$ cat src/rtl/mem_boot_loader_pkg.sv
// Shared types and constants for the memory boot loader: FSM states, address shifts
// and the CPU STOP opcode that drives the halt indication.
package mem_boot_loader_pkg;

    typedef enum logic [3:0] {
        StIdle,
        StLoadD,
        StLoadI,
        StRelease,
        StRun,
        StHalted,
        StDumpRd,
        StDumpCap,
        StDumpOut
    } state_e;

    localparam int unsigned IMEM_ADDR_SHIFT = 2;
    localparam int unsigned DMEM_ADDR_SHIFT = 3;

    localparam logic [6:0] STOP_OPCODE = 7'b1111110;

    // Byte address of a word index on a port with the given word size (log2 bytes).
    function automatic logic [63:0] word_addr(input logic [63:0] index, input int unsigned shift);
        return index << shift;
    endfunction

endpackage

$ cat src/rtl/mem_boot_loader_if.sv
// Host link, dump stream and CPU external-port signals of the boot loader.
// The loader uses the master modport; the host/CPU side uses slave.
interface mem_boot_loader_if #(
    parameter int unsigned CNT_W = 11
);
    logic             start;
    logic             in_valid;
    logic             in_ready;
    logic [63:0]      in_data;
    logic             halt;
    logic             dump_req;
    logic [CNT_W-1:0] dump_len;
    logic             out_valid;
    logic             out_ready;
    logic [63:0]      out_data;
    logic [63:0]      addr_ext;
    logic [63:0]      wdata_ext;
    logic             wen_ext;
    logic             ren_ext;
    logic [63:0]      addr_ext_2;
    logic [63:0]      wdata_ext_2;
    logic             wen_ext_2;
    logic             ren_ext_2;
    logic [63:0]      rdata_ext_2;
    logic             enable;
    logic             busy;
    logic             done;

    modport master (
        input  start, in_valid, in_data, halt, dump_req, dump_len, out_ready, rdata_ext_2,
        output in_ready, out_valid, out_data, addr_ext, wdata_ext, wen_ext, ren_ext,
               addr_ext_2, wdata_ext_2, wen_ext_2, ren_ext_2, enable, busy, done
    );

    modport slave (
        output start, in_valid, in_data, halt, dump_req, dump_len, out_ready, rdata_ext_2,
        input  in_ready, out_valid, out_data, addr_ext, wdata_ext, wen_ext, ren_ext,
               addr_ext_2, wdata_ext_2, wen_ext_2, ren_ext_2, enable, busy, done
    );

endinterface

$ cat src/rtl/mem_boot_loader_word_counter.sv
// Word counter with clear, increment and a loadable terminal value; at_last_o flags the
// final index (count == terminal - 1) so the caller can act on the last transfer.
module word_counter #(
    parameter int unsigned CNT_W = 11
) (
    input  logic             clk,
    input  logic             rst,
    input  logic             clr_i,
    input  logic             inc_i,
    input  logic             load_i,
    input  logic [CNT_W-1:0] load_val_i,
    output logic [CNT_W-1:0] count_o,
    output logic             at_last_o
);
    logic [CNT_W-1:0] count_q;
    logic [CNT_W-1:0] term_q;

    always_ff @(posedge clk) begin
        if (rst) begin
            count_q <= '0;
            term_q  <= '0;
        end else begin
            if (clr_i) begin
                count_q <= '0;
            end else if (inc_i) begin
                count_q <= count_q + CNT_W'(1);
            end
            if (load_i) begin
                term_q <= load_val_i;
            end
        end
    end

    assign count_o   = count_q;
    assign at_last_o = (count_q == term_q - CNT_W'(1));

endmodule

$ cat src/rtl/mem_boot_loader.sv
// Boot loader: streams words into dmem then imem, releases the CPU, waits for halt and
// dumps a window of dmem back out on request.
module mem_boot_loader
    import mem_boot_loader_pkg::*;
#(
    parameter int unsigned IMEM_WORDS = 512,
    parameter int unsigned DMEM_WORDS = 1024,
    parameter int unsigned CNT_W      = 11
) (
    input logic               clk,
    input logic               rst,
    mem_boot_loader_if.master bus
);
    state_e           state_q;
    logic [63:0]      addr_ext_q;
    logic [63:0]      wdata_ext_q;
    logic             wen_ext_q;
    logic [63:0]      addr_ext_2_q;
    logic [63:0]      wdata_ext_2_q;
    logic             wen_ext_2_q;
    logic             ren_ext_2_q;
    logic [63:0]      out_data_q;
    logic             done_q;

    logic             cnt_clr;
    logic             cnt_inc;
    logic             cnt_load;
    logic [CNT_W-1:0] cnt_load_val;
    logic [CNT_W-1:0] cnt;
    logic [CNT_W-1:0] cnt_next;
    logic             cnt_last;
    logic             in_fire;
    logic             out_fire;

    assign in_fire  = bus.in_valid && bus.in_ready;
    assign out_fire = bus.out_valid && bus.out_ready;
    assign cnt_next = cnt + CNT_W'(1);

    word_counter #(
        .CNT_W(CNT_W)
    ) u_word_counter (
        .clk       (clk),
        .rst       (rst),
        .clr_i     (cnt_clr),
        .inc_i     (cnt_inc),
        .load_i    (cnt_load),
        .load_val_i(cnt_load_val),
        .count_o   (cnt),
        .at_last_o (cnt_last)
    );

    // Counter control mirrors the FSM transitions below; the terminal value is reloaded
    // whenever the count restarts for a new phase.
    always_comb begin
        cnt_clr      = 1'b0;
        cnt_inc      = 1'b0;
        cnt_load     = 1'b0;
        cnt_load_val = '0;
        case (state_q)
            StIdle: begin
                if (bus.start) begin
                    cnt_clr      = 1'b1;
                    cnt_load     = 1'b1;
                    cnt_load_val = CNT_W'(DMEM_WORDS);
                end
            end
            StLoadD: begin
                if (in_fire) begin
                    if (cnt_last) begin
                        cnt_clr      = 1'b1;
                        cnt_load     = 1'b1;
                        cnt_load_val = CNT_W'(IMEM_WORDS);
                    end else begin
                        cnt_inc = 1'b1;
                    end
                end
            end
            StLoadI: cnt_inc = in_fire;
            StHalted: begin
                if (bus.dump_req && (bus.dump_len != '0)) begin
                    cnt_clr      = 1'b1;
                    cnt_load     = 1'b1;
                    cnt_load_val = bus.dump_len;
                end
            end
            StDumpOut: cnt_inc = out_fire;
            default: ;
        endcase
    end

    always_ff @(posedge clk) begin
        if (rst) begin
            state_q       <= StIdle;
            addr_ext_q    <= '0;
            wdata_ext_q   <= '0;
            wen_ext_q     <= 1'b0;
            addr_ext_2_q  <= '0;
            wdata_ext_2_q <= '0;
            wen_ext_2_q   <= 1'b0;
            ren_ext_2_q   <= 1'b0;
            out_data_q    <= '0;
            done_q        <= 1'b0;
        end else begin
            wen_ext_q   <= 1'b0;
            wen_ext_2_q <= 1'b0;
            ren_ext_2_q <= 1'b0;
            done_q      <= 1'b0;
            case (state_q)
                StIdle: begin
                    if (bus.start) state_q <= StLoadD;
                end
                StLoadD: begin
                    if (in_fire) begin
                        wen_ext_2_q   <= 1'b1;
                        addr_ext_2_q  <= word_addr(64'(cnt), DMEM_ADDR_SHIFT);
                        wdata_ext_2_q <= bus.in_data;
                        if (cnt_last) state_q <= StLoadI;
                    end
                end
                StLoadI: begin
                    if (in_fire) begin
                        wen_ext_q   <= 1'b1;
                        addr_ext_q  <= word_addr(64'(cnt), IMEM_ADDR_SHIFT);
                        wdata_ext_q <= bus.in_data;
                        if (cnt_last) state_q <= StRelease;
                    end
                end
                StRelease: state_q <= StRun;
                StRun: begin
                    if (bus.halt) state_q <= StHalted;
                end
                StHalted: begin
                    if (bus.dump_req) begin
                        if (bus.dump_len == '0) begin
                            done_q <= 1'b1;
                        end else begin
                            state_q      <= StDumpRd;
                            ren_ext_2_q  <= 1'b1;
                            addr_ext_2_q <= '0;
                        end
                    end
                end
                StDumpRd: state_q <= StDumpCap;
                StDumpCap: begin
                    out_data_q <= bus.rdata_ext_2;
                    state_q    <= StDumpOut;
                end
                StDumpOut: begin
                    if (out_fire) begin
                        if (cnt_last) begin
                            done_q  <= 1'b1;
                            state_q <= StHalted;
                        end else begin
                            // Issue the next read straight away so it is live in DUMP_RD.
                            state_q      <= StDumpRd;
                            ren_ext_2_q  <= 1'b1;
                            addr_ext_2_q <= word_addr(64'(cnt_next), DMEM_ADDR_SHIFT);
                        end
                    end
                end
                default: state_q <= StIdle;
            endcase
        end
    end

    assign bus.in_ready    = (state_q == StLoadD) || (state_q == StLoadI);
    assign bus.enable      = (state_q == StRun);
    assign bus.busy        = (state_q != StIdle) && (state_q != StHalted);
    assign bus.out_valid   = (state_q == StDumpOut);
    assign bus.out_data    = out_data_q;
    assign bus.addr_ext    = addr_ext_q;
    assign bus.wdata_ext   = wdata_ext_q;
    assign bus.wen_ext     = wen_ext_q;
    assign bus.ren_ext     = 1'b0;
    assign bus.addr_ext_2  = addr_ext_2_q;
    assign bus.wdata_ext_2 = wdata_ext_2_q;
    assign bus.wen_ext_2   = wen_ext_2_q;
    assign bus.ren_ext_2   = ren_ext_2_q;
    assign bus.done        = done_q;

endmodule

$ cat src/flat_wrapper.sv
// flat-port wrapper written by rule: the top's interface ports become plain ports
module mem_boot_loader_flat import mem_boot_loader_pkg::*;
#(
    parameter int unsigned IMEM_WORDS = 512,
    parameter int unsigned DMEM_WORDS = 1024,
    parameter int unsigned CNT_W      = 11
)
  (clk, rst, bus_start, bus_in_valid, bus_in_data, bus_halt, bus_dump_req, bus_dump_len, bus_out_ready, bus_rdata_ext_2, bus_in_ready, bus_out_valid, bus_out_data, bus_addr_ext, bus_wdata_ext, bus_wen_ext, bus_ren_ext, bus_addr_ext_2, bus_wdata_ext_2, bus_wen_ext_2, bus_ren_ext_2, bus_enable, bus_busy, bus_done);
  mem_boot_loader_if #(.CNT_W(CNT_W)) bus_i ();
  input logic clk;
  input logic rst;
  input wire logic [$bits(bus_i.start)-1:0] bus_start;
  input wire logic [$bits(bus_i.in_valid)-1:0] bus_in_valid;
  input wire logic [$bits(bus_i.in_data)-1:0] bus_in_data;
  input wire logic [$bits(bus_i.halt)-1:0] bus_halt;
  input wire logic [$bits(bus_i.dump_req)-1:0] bus_dump_req;
  input wire logic [$bits(bus_i.dump_len)-1:0] bus_dump_len;
  input wire logic [$bits(bus_i.out_ready)-1:0] bus_out_ready;
  input wire logic [$bits(bus_i.rdata_ext_2)-1:0] bus_rdata_ext_2;
  output wire logic [$bits(bus_i.in_ready)-1:0] bus_in_ready;
  output wire logic [$bits(bus_i.out_valid)-1:0] bus_out_valid;
  output wire logic [$bits(bus_i.out_data)-1:0] bus_out_data;
  output wire logic [$bits(bus_i.addr_ext)-1:0] bus_addr_ext;
  output wire logic [$bits(bus_i.wdata_ext)-1:0] bus_wdata_ext;
  output wire logic [$bits(bus_i.wen_ext)-1:0] bus_wen_ext;
  output wire logic [$bits(bus_i.ren_ext)-1:0] bus_ren_ext;
  output wire logic [$bits(bus_i.addr_ext_2)-1:0] bus_addr_ext_2;
  output wire logic [$bits(bus_i.wdata_ext_2)-1:0] bus_wdata_ext_2;
  output wire logic [$bits(bus_i.wen_ext_2)-1:0] bus_wen_ext_2;
  output wire logic [$bits(bus_i.ren_ext_2)-1:0] bus_ren_ext_2;
  output wire logic [$bits(bus_i.enable)-1:0] bus_enable;
  output wire logic [$bits(bus_i.busy)-1:0] bus_busy;
  output wire logic [$bits(bus_i.done)-1:0] bus_done;
  assign bus_i.start = bus_start;
  assign bus_i.in_valid = bus_in_valid;
  assign bus_i.in_data = bus_in_data;
  assign bus_i.halt = bus_halt;
  assign bus_i.dump_req = bus_dump_req;
  assign bus_i.dump_len = bus_dump_len;
  assign bus_i.out_ready = bus_out_ready;
  assign bus_i.rdata_ext_2 = bus_rdata_ext_2;
  assign bus_in_ready = bus_i.in_ready;
  assign bus_out_valid = bus_i.out_valid;
  assign bus_out_data = bus_i.out_data;
  assign bus_addr_ext = bus_i.addr_ext;
  assign bus_wdata_ext = bus_i.wdata_ext;
  assign bus_wen_ext = bus_i.wen_ext;
  assign bus_ren_ext = bus_i.ren_ext;
  assign bus_addr_ext_2 = bus_i.addr_ext_2;
  assign bus_wdata_ext_2 = bus_i.wdata_ext_2;
  assign bus_wen_ext_2 = bus_i.wen_ext_2;
  assign bus_ren_ext_2 = bus_i.ren_ext_2;
  assign bus_enable = bus_i.enable;
  assign bus_busy = bus_i.busy;
  assign bus_done = bus_i.done;
  mem_boot_loader #(.IMEM_WORDS(IMEM_WORDS), .DMEM_WORDS(DMEM_WORDS), .CNT_W(CNT_W)) u_core (.clk(clk), .rst(rst), .bus(bus_i));
endmodule
$ cat config.mk
export PLATFORM = sky130hd
export DESIGN_NAME = mem_boot_loader_flat
export DESIGN_NICKNAME = d
export VERILOG_FILES = /design/src/rtl/mem_boot_loader_pkg.sv /design/src/rtl/mem_boot_loader_if.sv /design/src/rtl/mem_boot_loader_word_counter.sv /design/src/rtl/mem_boot_loader.sv /design/src/flat_wrapper.sv
export SDC_FILE = /design/constraint.sdc
export NUM_CORES = 1
export LEC_CHECK = 0
export ABC_AREA = 1
export CAP_MARGIN = 20
export CORE_UTILIZATION = 25
export DETAILED_ROUTE_END_ITERATION = 8
export GPL_TIMING_DRIVEN = 1
export MAX_ROUTING_LAYER = met4
export PLACE_DENSITY_LB_ADDON = 0.12
export SYNTH_ARGS = -nofsm -noshare
export SYNTH_HDL_FRONTEND = slang
export SYNTH_SLANG_ARGS = --single-unit
$ cat constraint.sdc
create_clock -name clk -period 5.5 [get_ports clk]
set_input_delay 1.1 -clock clk [delete_from_list [all_inputs] [get_ports clk]]
set_output_delay 1.1 -clock clk [all_outputs]
set_load 0.01 [all_outputs]
======== After elaboration in Yosys (flattened, before gate mapping) ========
Index checks and enable logic that the tools add are counted.
storage, ports and cells
  bits of input ports ..................... 146
  flip-flop bits (word level) ............. 297
operators by class
  bitwise gates (word level) .............. 2
  mux-type cells .......................... 39
  add/subtract/negate cells ............... 2
  eq/ne operators ......................... 20
  reduce and logical (&&, ||, !) cells .... 17
operator list
  cell                                                 number
  2-to-1 mux 64 bit                                    5
  case mux 64 bit (3 select lines)                     1
  2-to-1 mux 4 bit                                     9
  case mux 4 bit (9 select lines)                      1
  2-to-1 mux 11 bit                                    3
  case mux 11 bit (3 select lines)                     1
  == test 4 x 3 -> 1 bit (second input constant)       4
  2-to-1 mux 1 bit                                     13
  != test 2 bit (second input constant)                6
  adder 11 x 1 -> 11 bit (second input constant)       1
  == test 11 bit                                       1
  zero test 11 bit                                     1
  nonzero test 11 bit                                  1
  subtractor 11 x 1 -> 11 bit (second input constant)  1
  2-to-1 mux 10 bit                                    1
  AND reduction 9 bit                                  1
  == test 4 x 2 -> 1 bit (second input constant)       2
  != test 2 x 1 -> 1 bit (second input constant)       4
  case mux 1 bit (3 select lines)                      2
  AND reduction 6 bit                                  1
  OR reduction 2 bit                                   3
  == test 4 x 1 -> 1 bit (second input constant)       1
  == test 4 bit (second input constant)                1
  logical AND 1 bit                                    4
  other kinds (9)                                      12

======== Longest topological paths before layout ========
  depth after elaboration ................. 6
  depth in mapped cells ................... 16
  mapped depth without buffers ............ 16

======== Modules after synthesis ========
A second synthesis with hierarchy kept.
unflattened totals
  cell total of the unflattened synthesis .. 1439
  area total of the unflattened synthesis .. 10610.2 um2
modules (own cells, without submodules)
  module           seq. area each (um2)  cells each  times used  area each (um2)
  mem_boot_loader  4444.3                1253        1           9370.2
  word_counter     440.4                 186         1           1239.9

======== Worst setup path after synthesis ========
OpenSTA, ideal clock, no wires.
  kind .................................... input to register
  from .................................... in bus_dump_len[1]
  to ...................................... reg u_core.u_word_counter.term_q[3]
  slack ................................... 3.226 ns
  buffers on the path ..................... 1
  required time ........................... 5.431 ns
  data arrival time ....................... 2.205 ns
  stages on the path ...................... 8
  cells stage by stage .................... nor4_1 nand3_1 nand3_1 nand2_1 a21oi_4 nand2_1 buf_4 o21ai_1
on the way
  word-level cells in the longest chain between the ends .. 4
  elaborated cells on any way between the ends .. 6
  those cells by class .................... mux: 4; reduce/logical: 2
RTL lines
  item                                                                                 line                                RTL
  start: declaration                                                                   flat_wrapper.sv:17                  input wire logic [$bits(bus_i.dump_len)-1:0] bus_dump_len;
  nonzero test 11 bit (*)                                                              mem_boot_loader.sv:80               if (bus.dump_req && (bus.dump_len != '0)) begin
  logical AND 1 bit (*)                                                                mem_boot_loader.sv:80
  2-to-1 mux 11 bit or 2-to-1 mux 1 bit (tied branches)                                mem_boot_loader.sv:80
  case mux 11 bit (3 select lines) or case mux 1 bit (3 select lines) (tied branches)  mem_boot_loader.sv:59               case (state_q)
  end signal: assignment                                                               mem_boot_loader_word_counter.sv:29  term_q <= load_val_i;
  end: declaration                                                                     mem_boot_loader_word_counter.sv:16  logic [CNT_W-1:0] term_q;
Every way passes the cells marked *; elsewhere a longest branch is shown, timed or not.
A chain may end at the register's enable or synchronous reset.

======== Worst setup path in the final report ========
  from .................................... reg u_core.state_q[3]
  to ...................................... out bus_busy
on the way
  word-level cells in the longest chain between the ends .. 2
  elaborated cells on any way between the ends .. 3
  those cells by class .................... eq/ne: 1; reduce/logical: 2
RTL lines
  item                                                          line                    RTL
  start: declaration                                            mem_boot_loader.sv:14   state_e state_q;
  start signal: assignment                                      mem_boot_loader.sv:93   state_q <= StIdle;
  start signal: assignment                                      mem_boot_loader.sv:110  if (bus.start) state_q <= StLoadD;
  start signal: assignment                                      mem_boot_loader.sv:117  if (cnt_last) state_q <= StLoadI;
  != test 4 x 3 -> 1 bit or nonzero test 4 bit (tied branches)  mem_boot_loader.sv:168  assign bus.busy = (state_q != StIdle) && (state_q != StHalted);
  logical AND 1 bit (*)                                         mem_boot_loader.sv:168
  end: declaration                                              flat_wrapper.sv:32      output wire logic [$bits(bus_i.busy)-1:0] bus_busy;
Marked as above.

==> parameters.txt <==
Parameter                              Value

Run status
  Status    finished, violations left
  Failing checks    design-rule violations

Clock tree
  Clock latency at the later pin of the worst-skew pair    0.58 ns
  Clock-pin slew reported for the worst setup and hold paths after clock tree synthesis    0.06 ns
  Post-CTS Resized    0
  Clock tree root driver cell    sky130_fd_sc_hd__clkbuf_16
  CTS tree    yes
  Clock Sink Count    244
  Number of buffers added by the clock tree synthesis step    29
  Number of levels the H-tree was split into    1
  Post CTS Setup Buffer Count    0
  Count of hold-fix buffers inserted at cts    0
  Buffers from clock root to sink, at most    3

Synth
  Synth unique cells    40
  Yosys top cell by area    sky130_fd_sc_hd__dfxtp_1
  Post-Syn Area    0.0104 sq mm
  Total number of yosys warnings    0
  Number of storage elements in the synthesis netlist    244
  Seq/Total Area, Yosys    0.468
  Avg Synthesized Cell Area    7.40 sq um
  Instance count of the mapped netlist    1411
  Area contributors post-synth    sky130_fd_sc_hd__dfxtp_1 (47%), sky130_fd_sc_hd__nor2_1 (11%), sky130_fd_sc_hd__buf_4 (7.8%)
  Top cell type's share of synthesized area    0.468

Floorplan
  DIE HEIGHT    206 microns
  Die span in x    206 microns
  Die Area    0.0426 sq mm
  Starting density of the core    0.255
  Core Area    0.0410 sq mm
  Boundary Pins    475
  Std cell rows    74

Cells and area
  Layout cells sized above 1    0.0531
  Area grow syn2layout    44.6%
  NumNets Final    1879
  Final core area utilization    0.368
  Cell area after layout    0.0151 sq mm
  Filler instances    4287

GRT
  Number of antenna violations at the first check in global routing    3
  Met3 GRT Util    0.0602
  First-pass GRT wire length    58000 microns
  Maximum number of pins on one net before global-route repair    72
  Total global routing overflow    0
  Met2 GRT Util    0.290
  GR met1 Demand/Resource    0.217
  Layer with the highest usage    met2
  All-layer global routing usage    0.182
  Via count of the first global-routing pass    9720

Job
  Max capacitance violation total    0

Timing
  FMAX    0.305 GHz
  Min Tclk post-route    3.28 ns
  Count of endpoints failing setup in the final report    0
  Skew final    0.0151 ns
  Number of max-slew violations in the final report    0
  Final Hold Fails    0
  Tightest Pin Transition    0.804 ns
  Post-Route Hold Slack    0.460 ns
  Final worst path period share    0.597
  Worst relative slew slack    0.464
  RSZ-0062 raised after global routing    no
  Setup TNS Final    0 ns

Route
  Final wirelength    38900 microns
  DR DRC count    44
  Via count normalized by instance count    4.36
  Overall via count from detail_route    9958
  Iteration-0 DRC Markers    599
  First-pass iteration count of the detailed router    7
  Remaining number of nets flagged by the antenna check after routing    0
  Routed len/inst    17.0 microns

Pwr
  Total power after layout    5530 uW
  Reported leakage power    0.00606 uW
  Largest voltage drop on the vdd net    0.241 mV
  Power per cell area    366 mW/mm^2

Placement
  Detailed Place HPWL    26800 microns
  Cell area after placement    0.0141 sq mm
  Number of port buffers    367
  Placer Congestion    0.880

Critical path
  Endpoint type of the worst setup path    output pin
  Worst setup path category    reg -> out
  CP required    4.40 ns
  Maximum net fanout on the critical path    6
  Data arrival time of the worst path    2.18 ns
  Startpoint type of the worst setup path    flop

Hold path
  Min-Delay Path Class    reg -> reg
area by class of cell:
type	instances	area, sq um	share of cell area
multi-input combinational	1028	4630	0.307
timing repair buffer	379	3760	0.249
sequential	244	4880	0.324
antenna	3	7.51	0.000497
clock inverter	5	40.0	0.00265
inverter	49	189	0.0125
clock buffer	46	920	0.0609
tap	532	666	0.0441
cell families (layout without fill, tap and decap cells):
family                   Yosys count  in the layout  synth area share
flip-flops                       244            244             0.468
XOR/XNOR                          12             12            0.0101
buffers and inverters            245            479             0.129
adder cells (fa/ha/maj)            2              2           0.00240
AO/OA/AOI/OAI                    258            258             0.127
other                              1            110          0.000359
AND/OR/NAND/NOR                  649            649             0.263
flip-flops by register name (all words and copies together), names as in the netlist:
name,count
u_core.state_q,4
u_core.bus.addr_ext_2,11
u_core.bus.wen_ext_2,1
u_core.bus.wdata_ext_2,64
u_core.bus.done,1
u_core.bus.ren_ext_2,1
u_core.bus.addr_ext,11
u_core.u_word_counter.count_o,11
u_core.u_word_counter.term_q,11
u_core.bus.wen_ext,1
u_core.bus.wdata_ext,64
u_core.bus.out_data,64
cell usage after synthesis (all sizes together):
library cell	number
xor2	9
nor4	4
o21bai	2
nor3	4
a21oi	103
inv	48
conb	1
dfxtp	244
nand2	194
o22ai	5
nand3b	10
xnor2	3
o2111ai	1
ha	2
nand3	113
o21ai	145
clkinv	1
nor2	317
or2	2
and2	1
a22oi	2
buf	122
nand4	4
clkbuf	74
layer usage:
layer / vias to the layer above / share of wire
met3: 57 / 0.087
met4: 0 / 0.026
li1: 4992 / -
met5: - / 0
met2: 361 / 0.47
met1: 4548 / 0.42
power breakdown:
group	total [uW]	internal [uW]	leakage [uW]	switching [uW]
combinational	1500	633	0.00360	869
sequential	2100	1970	0.00198	129
clock	1930	1140	0.000481	791
worst paths after layout:
check | cells after the start | endpoint | start | slack, ns
setup / recovery | 5 | bus_busy | u_core.state_q[3]$_SDFFE_PP0P_ | 2.22
hold reg to reg | 2 | u_core.bus.wdata_ext[26]$_SDFFE_PP0P_ | u_core.bus.wdata_ext[26]$_SDFFE_PP0P_ | 0.46
setup reg to reg | 15 | u_core.bus.addr_ext_2[3]$_SDFFE_PP0P_ | u_core.u_word_counter.term_q[0]$_SDFFE_PP0P_ | 3.01
hold / removal | 2 | u_core.bus.wdata_ext[26]$_SDFFE_PP0P_ | u_core.bus.wdata_ext[26]$_SDFFE_PP0P_ | 0.46
per-stage QoR:
| step | instances | setup WS, ns |
|---|---|---|
| 2_1_floorplan | 1517 | 3.23 |
| 3_3_place_gp | 2232 | 2.19 |
| 3_5_place_dp | 2232 | 2.20 |
| 4_1_cts | 2283 | 2.16 |
| 5_1_grt | 2286 | 2.06 |
| 6_report | 2286 | 2.22 |
layout by cell type (no fill, tap or decap), drive strengths merged:
cell type,Yosys,final
nor3,4,4
or2,2,2
nand3,113,113
ha,2,2
buf,122,14
and2,1,1
a22oi,2,2
xor2,9,9
o2111ai,1,1
nor2,317,317
o22ai,5,5
nor4,4,4
o21bai,2,2
conb,1,107
inv,48,49
clkdlybuf4s50,0,365
nand3b,10,10
dfxtp,244,244
a21oi,103,103
clkinv,1,5
clkbuf,74,46
xnor2,3,3
diode,0,3
nand2,194,194
o21ai,145,145
nand4,4,4
critical path, cell delays in order, from the launching register on:
cell	delay [ns]
sky130_fd_sc_hd__dfxtp_1	0.32
sky130_fd_sc_hd__inv_1	0.13
sky130_fd_sc_hd__nand2_1	0.17
sky130_fd_sc_hd__nor2_1	0.41
sky130_fd_sc_hd__nor2_1	0.10
sky130_fd_sc_hd__clkdlybuf4s50_1	0.50
(Power assumes the default switching activity.)
